### src/rtl/uart_packet_deframer.sv
// uart_packet_deframer: strips 0x7E/0x7D byte-stuffed framing from the rx fifo
// stream and emits payload beats with last/err marking plus good/bad frame counters.
//
// Optional feature: define UART_DEFRAMER_CHECKSUM_EN to treat the final byte of each
// frame as an 8-bit additive checksum (hold depth 2); undefined gives hold depth 1.
//
// Ports:
//   clk, reset             clock; asynchronous active-high reset
//   fifo_data, fifo_empty  show-ahead head of the rx fifo
//   fifo_read_enable       combinational pop of the head byte
//   out_data/out_valid/out_ready/out_last/out_err  payload stream
//   good_count             frames closed without error (wraps)
//   err_count              frames closed with error (saturates at 255)
module uart_packet_deframer #(
    parameter int MAX_LEN  = 256,
    parameter int CNT_BITS = 16
) (
    input  logic                clk,
    input  logic                reset,
    input  logic [7:0]          fifo_data,
    input  logic                fifo_empty,
    output logic                fifo_read_enable,
    output logic [7:0]          out_data,
    output logic                out_valid,
    input  logic                out_ready,
    output logic                out_last,
    output logic                out_err,
    output logic [CNT_BITS-1:0] good_count,
    output logic [7:0]          err_count
);

`ifdef UART_DEFRAMER_CHECKSUM_EN
    localparam int H  = 2;
    localparam bit CK = 1'b1;
`else
    localparam int H  = 1;
    localparam bit CK = 1'b0;
`endif

    localparam int             LW    = $clog2(MAX_LEN + H + 1);
    localparam logic [LW-1:0]  LIMIT = LW'(MAX_LEN + H - 1);
    localparam logic [1:0]     HC    = 2'(H);
    localparam logic [7:0]     FLAG  = 8'h7E;
    localparam logic [7:0]     ESCB  = 8'h7D;

    typedef enum logic [1:0] {HUNT, START, DATA, ESC} state_t;

    state_t        state, state_n;
    logic [7:0]    hold0, hold0_n;
    logic [7:0]    hold1, hold1_n;
    logic [1:0]    held, held_n;
    logic [LW-1:0] len, len_n, len_inc;
    logic [7:0]    sum, sum_n;
    logic          push;
    logic [7:0]    push_val;
    logic          beat, beat_last, beat_err;
    logic          is_flag, is_esc;

    assign fifo_read_enable = !fifo_empty && (!out_valid || out_ready);
    assign is_flag = (fifo_data == FLAG);
    assign is_esc  = (fifo_data == ESCB);

    always_comb begin
        state_n   = state;
        hold0_n   = hold0;
        hold1_n   = hold1;
        held_n    = held;
        len_n     = len;
        sum_n     = sum;
        push      = 1'b0;
        push_val  = fifo_data;
        len_inc   = len + LW'(1);
        beat      = 1'b0;
        beat_last = 1'b0;
        beat_err  = 1'b0;

        if (fifo_read_enable) begin
            unique case (state)
                HUNT: begin
                    if (is_flag) state_n = START;
                end
                START, DATA: begin
                    if (is_flag) begin
                        // Close: in START nothing is held, so this is a no-op.
                        if (held == HC) begin
                            beat      = 1'b1;
                            beat_last = 1'b1;
                            beat_err  = CK && (sum != 8'h00);
                        end
                        held_n  = '0;
                        len_n   = '0;
                        sum_n   = '0;
                        state_n = START;
                    end else if (is_esc) begin
                        state_n = ESC;
                    end else begin
                        push = 1'b1;
                    end
                end
                ESC: begin
                    if (is_flag) begin
                        // Abort: flush the oldest held byte as a failed frame.
                        if (held != 2'd0) begin
                            beat      = 1'b1;
                            beat_last = 1'b1;
                            beat_err  = 1'b1;
                        end
                        held_n  = '0;
                        len_n   = '0;
                        sum_n   = '0;
                        state_n = START;
                    end else begin
                        push     = 1'b1;
                        push_val = fifo_data ^ 8'h20;
                    end
                end
                default: state_n = HUNT;
            endcase
        end

        if (push) begin
            sum_n   = sum + push_val;
            len_n   = len_inc;
            state_n = DATA;
            if (len_inc > LIMIT) begin
                // Overflow: terminate with error, discard until next flag.
                beat      = 1'b1;
                beat_last = 1'b1;
                beat_err  = 1'b1;
                held_n    = '0;
                len_n     = '0;
                sum_n     = '0;
                state_n   = HUNT;
            end else if (held == HC) begin
                beat = 1'b1;
                if (H == 2) begin
                    hold0_n = hold1;
                    hold1_n = push_val;
                end else begin
                    hold0_n = push_val;
                end
            end else begin
                held_n = held + 2'd1;
                if (held == 2'd0) hold0_n = push_val;
                else              hold1_n = push_val;
            end
        end
    end

    always_ff @(posedge clk or posedge reset) begin
        if (reset) begin
            state      <= HUNT;
            hold0      <= '0;
            hold1      <= '0;
            held       <= '0;
            len        <= '0;
            sum        <= '0;
            out_data   <= '0;
            out_valid  <= 1'b0;
            out_last   <= 1'b0;
            out_err    <= 1'b0;
            good_count <= '0;
            err_count  <= '0;
        end else begin
            state <= state_n;
            hold0 <= hold0_n;
            hold1 <= hold1_n;
            held  <= held_n;
            len   <= len_n;
            sum   <= sum_n;
            if (beat) begin
                out_valid <= 1'b1;
                out_data  <= hold0;
                out_last  <= beat_last;
                out_err   <= beat_err;
            end else if (out_ready) begin
                out_valid <= 1'b0;
            end
            if (beat && beat_last) begin
                if (beat_err) begin
                    if (err_count != 8'hFF) err_count <= err_count + 8'd1;
                end else begin
                    good_count <= good_count + CNT_BITS'(1);
                end
            end
        end
    end

endmodule

### config.mk
export PLATFORM = sky130hd
export DESIGN_NAME = uart_packet_deframer
export DESIGN_NICKNAME = d
export VERILOG_FILES = /design/src/rtl/uart_packet_deframer.sv
export SDC_FILE = /design/constraint.sdc
export NUM_CORES = 1
export LEC_CHECK = 0
export ABC_AREA = 1
export CAP_MARGIN = 10
export CORE_ASPECT_RATIO = 0.9
export CORE_MARGIN = 2
export CORE_UTILIZATION = 45
export DETAILED_ROUTE_END_ITERATION = 7
export GPL_TIMING_DRIVEN = 0
export PLACE_DENSITY = 0.72
export SYNTH_ARGS = -nofsm -noshare
export SYNTH_HDL_FRONTEND = slang
export SYNTH_SLANG_ARGS = --single-unit
### constraint.sdc
create_clock -name clk -period 3.9 [get_ports clk]
set_clock_uncertainty 0.1 [all_clocks]
set_input_delay 0.39 -clock clk [delete_from_list [all_inputs] [get_ports clk]]
set_output_delay 0.39 -clock clk [all_outputs]
set_load 0.1 [all_outputs]
Yosys cells after proc, flatten, opt, wreduce, memory -nomap -nowiden

Index checks and enable logic that the tools add are counted.

Input port bits: 12
Output and inout port bits: 36
Flip-flop bits (word level): 56
Word-level logic and storage cells: 93

Bitwise logic cells: 3
$add $sub $neg: 4
Equal/unequal tests: 9
Reduce and logical (&&, ||, !) cells: 21
Muxes and demuxes: 45
$lt $le $gt $ge: 1

Operator list:

| cell                                                   | number |
|---|---|
| two-way mux 9 bit                                      | 5 |
| two-way mux 2 bit                                      | 12 |
| two-way mux 1 bit                                      | 20 |
| two-way mux 6 bit                                      | 3 |
| adder 16 x 1 -> 16 bit (second input constant)         | 1 |
| equality test 8 x 7 -> 1 bit (second input constant)   | 2 |
| two-way mux 8 bit                                      | 2 |
| AND reduction 3 bit                                    | 4 |
| nonzero test 2 bit                                     | 6 |
| adder 9 x 1 -> 9 bit (second input constant)           | 1 |
| > comparator 9 bit (second input constant)             | 1 |
| adder 8 x 1 -> 8 bit (second input constant)           | 1 |
| inequality test 8 bit (second input constant)          | 1 |
| equality test 2 x 1 -> 1 bit (second input constant)   | 2 |
| equality test 2 bit (second input constant)            | 2 |
| zero test 2 bit                                        | 2 |
| inequality test 4 bit (second input constant)          | 1 |
| case mux 1 bit (2 select lines)                        | 2 |
| case mux 2 bit (2 select lines)                        | 1 |
| OR reduction 2 bit                                     | 2 |
| inequality test 3 x 1 -> 1 bit (second input constant) | 1 |
| inverter 1 bit                                         | 3 |
| OR reduction 3 bit                                     | 1 |
| adder 2 x 1 -> 2 bit (second input constant)           | 1 |
| 4 further kinds                                        | 6 |

Longest topological paths before layout

Gate-level depths: netlist of the first run.

Depth after elaboration: 10
Mapped depth: 14
Mapped depth without buffers: 14

Least setup slack after synthesis of the first run

Ideal clock, no wire load.

Kind: register to register
Start: register out_valid
End: register hold0[0]
Slack: 1.142 ns
Data arrival time: 2.537 ns
Period minus slack after synthesis: 2.758 ns
Stages on the path, launching flop included: 11
Data required time: 3.679 ns
Library setup time: 0.121 ns
Buffers on the path: 2
Cell sequence: dfrtp_1 -> a21oi_4 -> inv_2 -> nor2_2 -> nand3_2 -> inv_1 -> buf_4 -> nand3_4 -> buf_2 -> nand2_1 -> o21ai_1

Cells in the longest elaborated chain, start to end: 6
Elaborated cells on any way between the ends: 8
Those cells by class: 4 x mux; 4 x reduce/logical

RTL lines:

| what                   | RTL line | source |
|---|---|---|
| from (decl)            | 24       | `output logic out_valid,` |
| from (signal assigned) | 159      | `out_valid <= 1'b0;` |
| from (signal assigned) | 172      | `out_valid <= 1'b1;` |
| from (signal assigned) | 177      | `out_valid <= 1'b0;` |
| zero test 1 bit (*)    | 59       | `assign fifo_read_enable = !fifo_empty && (!out_valid \|\| out_ready);` |
| logical OR 1 bit (*)   | 59       |  |
| logical AND 1 bit (*)  | 59       |  |
| via fifo_read_enable   | 22       | `output logic fifo_read_enable,` |
| two-way mux 6 bit      | 77       | `if (fifo_read_enable) begin` |
| two-way mux 8 bit      | 144      | `if (held == 2'd0) hold0_n = push_val;` |
| two-way mux 8 bit      | 134      | `end else if (held == HC) begin` |
| to (signal assigned)   | 166      | `hold0 <= hold0_n;` |
| to (decl)              | 49       | `logic [7:0] hold0, hold0_n;` |

Mark *: on every way through the listed nets, which the timed path passes. The rest lies on a longest branch. The select of a mux whose other input is x is not followed.
A chain may end at the register's enable or synchronous reset.

Final worst setup path of the first run

Start: input out_ready
End: output fifo_read_enable

Cells in the longest elaborated chain, start to end: 2

RTL lines:

| what              | RTL line | source |
|---|---|---|
| from (decl)       | 25       | `input logic out_ready,` |
| logical OR 1 bit  | 59       |  |
| logical AND 1 bit | 59       |  |
| to (decl)         | 22       |  |

No other way between the ends.

==> results_dict.tcl, run 1 <==
set metrics [dict create \
    status "finished, final reports clean" \
    critPathArrivalTime_ns 2.33 \
    r2r-end "len[2]" \
    mostFrequentLayoutCell "nand2_1" \
    cts-htree-levels 2 \
    ir_drop_mv 0.327 \
    final_cell_mix "114 x nand2_1, 56 x dfrtp_1, 47 x clkdlybuf4s50_1" \
    critPathRequiredTime_ns 3.41 \
    grt_usage_pct 18.7 \
    rrSetupSlack_ns 1.46 \
    setup_viol 0 \
    synth_cell_types 34 \
    diodes 0 \
    dp_cells 515 \
    num_vias 2629 \
    crit_type "input pin to primary output" \
    grt_pass1_wl_um 11300 \
    ant_nets 0 \
    design.core.area_mm2 0.00659 \
    max_freq_mhz 355 \
    synth_mux_area_share_pct 0 \
    drv_cap 0 \
    synthSimpleGateAreaFrac_pct 31.6 \
    port_buffers 47 \
    final_cell_count_no_fill 523 \
    rsz0062_at_grt "no" \
    drtIter0Drc 95 \
    wl_um 6570 \
    slew_headroom_pct 34.5 \
    die_w_um 91.2 \
    drt_drc_violations_left 0 \
    nets 449 \
    fp-row-count 28 \
    io_pins 48 \
    cts_resized 0 \
    seq_area_frac_synth_pct 45.5 \
    die_h_um 82.4 \
    synth_xor_area_share_pct 6.51 \
    post_cts_buffers 0 \
    r2r_cells 8 \
    grt-ovfl-total 0 \
    crit_fanout 7 \
    grt_max_degree 40 \
    yosys_warnings 0 \
    cp-start-kind "input pin" \
    synth_fp_nets 394 \
    syn_area_mm2 0.00308 \
    hold_viol_final 0 \
    hp-class "input pin to async pin" \
    synth_seq_cells 56 \
    p_per_area_mw_per_mm2 630 \
    setup_tns_ns 0 \
    final.period_utilization_pct 72.3 \
    synthCells 377 \
    synth_top_family_by_area "simple AND/OR/NAND/NOR gates" \
    dpl.hpwl_um 4870 \
    antenna_found_initial 0 \
    die_area_mm2 0.00752 \
    clockBufferDepth 2 \
    syn2layout_area_growth_pct 23.2 \
    wl_per_cell_um 12.6 \
    leakage_nw 1.79 \
    synth_compound_area_share_pct 7.56 \
    start_util_pct 46.7 \
    max_slew.worst_pin.slew_ns 0.979 \
    cts_num_sinks 56 \
    vias_per_cell 5.03 \
    syn_area_per_cell_um2 8.16 \
    min_period_ns 2.82 \
    cts_hold_buf 0 \
    grt_pass1_vias 2503 \
    drive_gt1_share_pct 10.2 \
    final_util_pct 57.6 \
    root_buffer "clkbuf_8" \
    cts_tree "built" \
    clk_pin_slew_worst_paths_ns 0.10 \
    clock_latency_ns 0.32 \
    synth_fa_ha_area_share_pct 2.03 \
    crit_path_end_kind "primary output" \
    cts_buffers 5 \
    globalplace.congestion 0.938 \
    timing.rr.start "state[0]" \
    whs_ns 0.287 \
    slew_viol_final 0 \
    dr.pass1.iters 4 \
]
-- where the power goes --
part	switching [W]	total (W)	internal [W]
Combinational	0.000859	0.00117	0.000311
Sequential	0.000103	0.000831	0.000729
Clock	0.000196	0.000387	0.000190
-- worst max path at each step --
stage | startpoint | endpoint | slack, ns | depth (start not counted)
CTS | out_ready | fifo_read_enable | 1.07 | 4
global route | out_ready | fifo_read_enable | 1.03 | 4
finish | out_ready | fifo_read_enable | 1.08 | 4
detailed placement | out_ready | fifo_read_enable | 1.08 | 4
global placement | reset | out_data[2] | 0.96 | 2
floorplan | out_valid | hold0[0] | 1.14 | 10
-- kinds of logic (layout without fill, tap and decap cells) --
group,Yosys count,after routing
and+or+nand+nor,207,207
AOI/OAI and AO/OA,38,38
adders and majority gates,5,5
DFF,56,56
xor gates and xnor gates,22,22
buffers and inverters,49,105
-- registers in the layout (all words and copies together) (netlist names), named ones only --
signal / cells
good_count: 16
len: 9
err_count: 8
hold0: 8
out_data: 8
state: 2
held: 1
out_err: 1
out_last: 1
out_valid: 1
-- Yosys cell counts, drive strengths merged --
library cell | instances | area share (%)
xnor2 | 9 | 2.6
xor2 | 13 | 3.9
dfrtp | 56 | 46
nor2 | 27 | 4.0
inv | 41 | 5.0
nor4 | 3 | 0.61
o21ai | 27 | 4.8
nand3b | 6 | 1.5
nor3 | 2 | 0.33
nand2 | 121 | 16
o21bai | 1 | 0.37
a21o | 1 | 0.24
buf | 7 | 1.7
a21boi | 1 | 0.37
nand4 | 7 | 1.4
clkinv | 1 | 0.12
nand3 | 41 | 8.1
o22ai | 2 | 0.41
o211ai | 1 | 0.24
a21oi | 5 | 1.2
ha | 5 | 2.0
-- layout make-up --
class                      count  area [um^2]
sequential                    56         1400
buffer                         7         51.3
clock inverter                 3         42.5
inverter                      42          158
fill                         617         2800
clock buffer                   5         68.8
multi-input combinational    272         1470
timing repair buffer          48          490
tap                           90          113
-- per-stage QoR --
| step | cell area (um^2) | setup slack, ns | total power (W) |
|---|---|---|---|
| after floorplan | 3080 | 1.14 | 0.00173 |
| after global placement | 3660 | 0.959 | 0.00199 |
| after detailed placement | 3680 | 1.08 | 0.00202 |
| after CTS | 3790 | 1.07 | 0.00240 |
| after global routing | 3790 | 1.03 | 0.00252 |
| final | 3790 | 1.08 | 0.00239 |
-- worst max-delay path: stages --
cell             delay [ns]
clkdlybuf4s50_1        0.46
inv_1                  0.08
a21oi_4                0.22
clkdlybuf4s50_1        1.18
-- layer usage --
metal	GRT usage (%)	vias to the layer above	part of all wire, %
li1	-	1323	-
met4	7.88	0	1.4
met1	23.7	1231	46
met2	32.3	63	47
met5	0	-	0
met3	3.27	12	4.8
Power figures use the tool's default switching activity.
==> run 2, diff against run 1 <==
==> constraint.sdc (replaced) <==
create_clock -name clk -period 2.7 [get_ports clk]
set_clock_uncertainty 0.1 [all_clocks]
set_input_delay 0.27 -clock clk [delete_from_list [all_inputs] [get_ports clk]]
set_output_delay 0.27 -clock clk [all_outputs]
set_load 0.1 [all_outputs]
==> run 2 against run 1 <==
Net effect:
- total power up 45%
- cell area up 0.30%
- combinational power up 44%
- sequential power up 44%
- sequential cell count unchanged
- non-clock buffer count unchanged
- die area unchanged
- cell count unchanged
- sequential share of layout area down 0.076 points
==> results_dict.tcl, run 2 (synthesis results as in run 1) <==
set metrics [dict create \
    status "finished, final reports clean" \
    wl_um 6290 \
    cts-htree-levels 2 \
    critPathBufInv 3 \
    rrSetupSlack_ns 0.40 \
    vias_per_cell 4.92 \
    syn2layout_area_growth_pct 23.6 \
    finish.instance_area_mm2 0.00380 \
    grt_max_degree 38 \
    globalplace.congestion 0.929 \
    r2r-end "len[2]" \
    largest_register_ffs 16 \
    dpl_cell_area_mm2 0.00368 \
    min_period_ns 2.61 \
    cts_num_sinks 56 \
    mostFrequentLayoutCell "nand2_1" \
    max_slew.worst_pin.slew_ns 1.00 \
    drv_cap 0 \
    crit_fanout 7 \
    final_cell_mix "114 x nand2_1, 55 x dfrtp_1, 47 x clkdlybuf4s50_1" \
    io_pins 48 \
    grt_pass1_vias 2504 \
    clock_latency_ns 0.31 \
    hold_viol_final 0 \
    port_buffers 47 \
    max_freq_mhz 383 \
    final.period_utilization_pct 96.7 \
    cp-start-kind "input pin" \
    diodes 0 \
    design.core.area_mm2 0.00659 \
    slew_headroom_pct 33.1 \
    final_cell_count_no_fill 523 \
    r2r_cells 8 \
    cp_cell_sequence "clkdlybuf4s50_1, inv_1, a21oi_4, clkdlybuf4s50_1" \
    critPathArrivalTime_ns 2.24 \
    leakage_nw 1.79 \
    nets 449 \
    crit_type "input pin to primary output" \
    dr.pass1.iters 4 \
    rsz0062_at_grt "no" \
    setup_tns_ns 0 \
    drive_gt1_share_pct 10.4 \
    crit_slowest_cell "clkdlybuf4s50_1" \
    dp_cells 515 \
    crit_path_end_kind "primary output" \
    die_w_um 91.2 \
    cts_resized 0 \
    setup_slack_ns 0.0901 \
    critPathMostFrequentCell "clkdlybuf4s50_1" \
    p_per_area_mw_per_mm2 912 \
    clockBufferDepth 2 \
    die_h_um 82.4 \
    slew_viol_final 0 \
    wl_per_cell_um 12.0 \
    ir_drop_mv 0.528 \
    pre_cts_ws_ns -0.0402 \
    drt_drc_violations_left 0 \
    start_util_pct 46.7 \
    hp-class "input pin to async pin" \
    top_register "good_count" \
    grt_usage_pct 18.1 \
    setup_viol 0 \
    fp-row-count 28 \
    cts_hold_buf 0 \
    num_vias 2573 \
    root_buffer "clkbuf_8" \
    cts_buffers 5 \
    clk_pin_slew_worst_paths_ns 0.10 \
    ant_nets 0 \
    grt-ovfl-total 0 \
    timing.rr.start "state[0]" \
    grt_pass1_wl_um 11000 \
    top_regs "good_count x16, len x9" \
    crit_family "buffers and inverters" \
    drtIter0Drc 113 \
    post_cts_buffers 0 \
    max_stage_delay_ns 1.18 \
    cts_tree "built" \
    final_util_pct 57.7 \
    critPathRequiredTime_ns 2.33 \
    antenna_found_initial 0 \
    dpl.hpwl_um 4730 \
    die_area_mm2 0.00752 \
]
==> run 2: layer usage <==
metal / GRT usage [%] / vias to the layer above / share of wire (%)
li1: - / 1318 / -
met1: 22.6 / 1201 / 48
met5: 0 / - / 0
met4: 4.70 / 0 / 0.75
met3: 4.63 / 6 / 4.6
met2: 31.9 / 48 / 47
==> run 2: layout make-up <==
class	count	area [um^2]
Buffer	7	51.3
Clock buffer	6	82.6
Clock inverter	2	38.8
Fill cell	645	2780
Inverter	42	158
Multi-Input combinational cell	272	1470
Sequential cell	56	1400
Tap cell	90	113
Timing Repair Buffer	48	490
==> run 2: report_power, final <==
group | switching [W] | total [W] | leakage, nW | internal (W)
Sequential | 0.000145 | 0.00120 | 0.742 | 0.00105
Combinational | 0.00123 | 0.00168 | 0.990 | 0.000449
Clock | 0.000282 | 0.000586 | 0.0614 | 0.000304
Total | 0.00166 | 0.00347 | 1.79 | 0.00181
==> run 2: metrics by stage <==
| stage | hold WS, ns | total power [W] |
|---|---|---|
| after CTS | 0.176 | 0.00350 |
| after detailed placement | 0.376 | 0.00291 |
| after global routing | 0.197 | 0.00368 |
| after floorplan | 0.303 | 0.00250 |
| final | 0.166 | 0.00347 |
| after global placement | 0.373 | 0.00286 |
==> run 2: worst max-delay path by stage <==
stage | end | cells after the start | slack [ns] | start
after floorplan | hold0[0] | 10 | 0.18 | out_valid
after global placement | out_valid | 2 | -0.29 | reset
after detailed placement | len[2] | 10 | -0.04 | fifo_data[5]
after CTS | fifo_read_enable | 4 | 0.08 | out_ready
after global routing | fifo_read_enable | 4 | 0.04 | out_ready
final | fifo_read_enable | 4 | 0.09 | out_ready
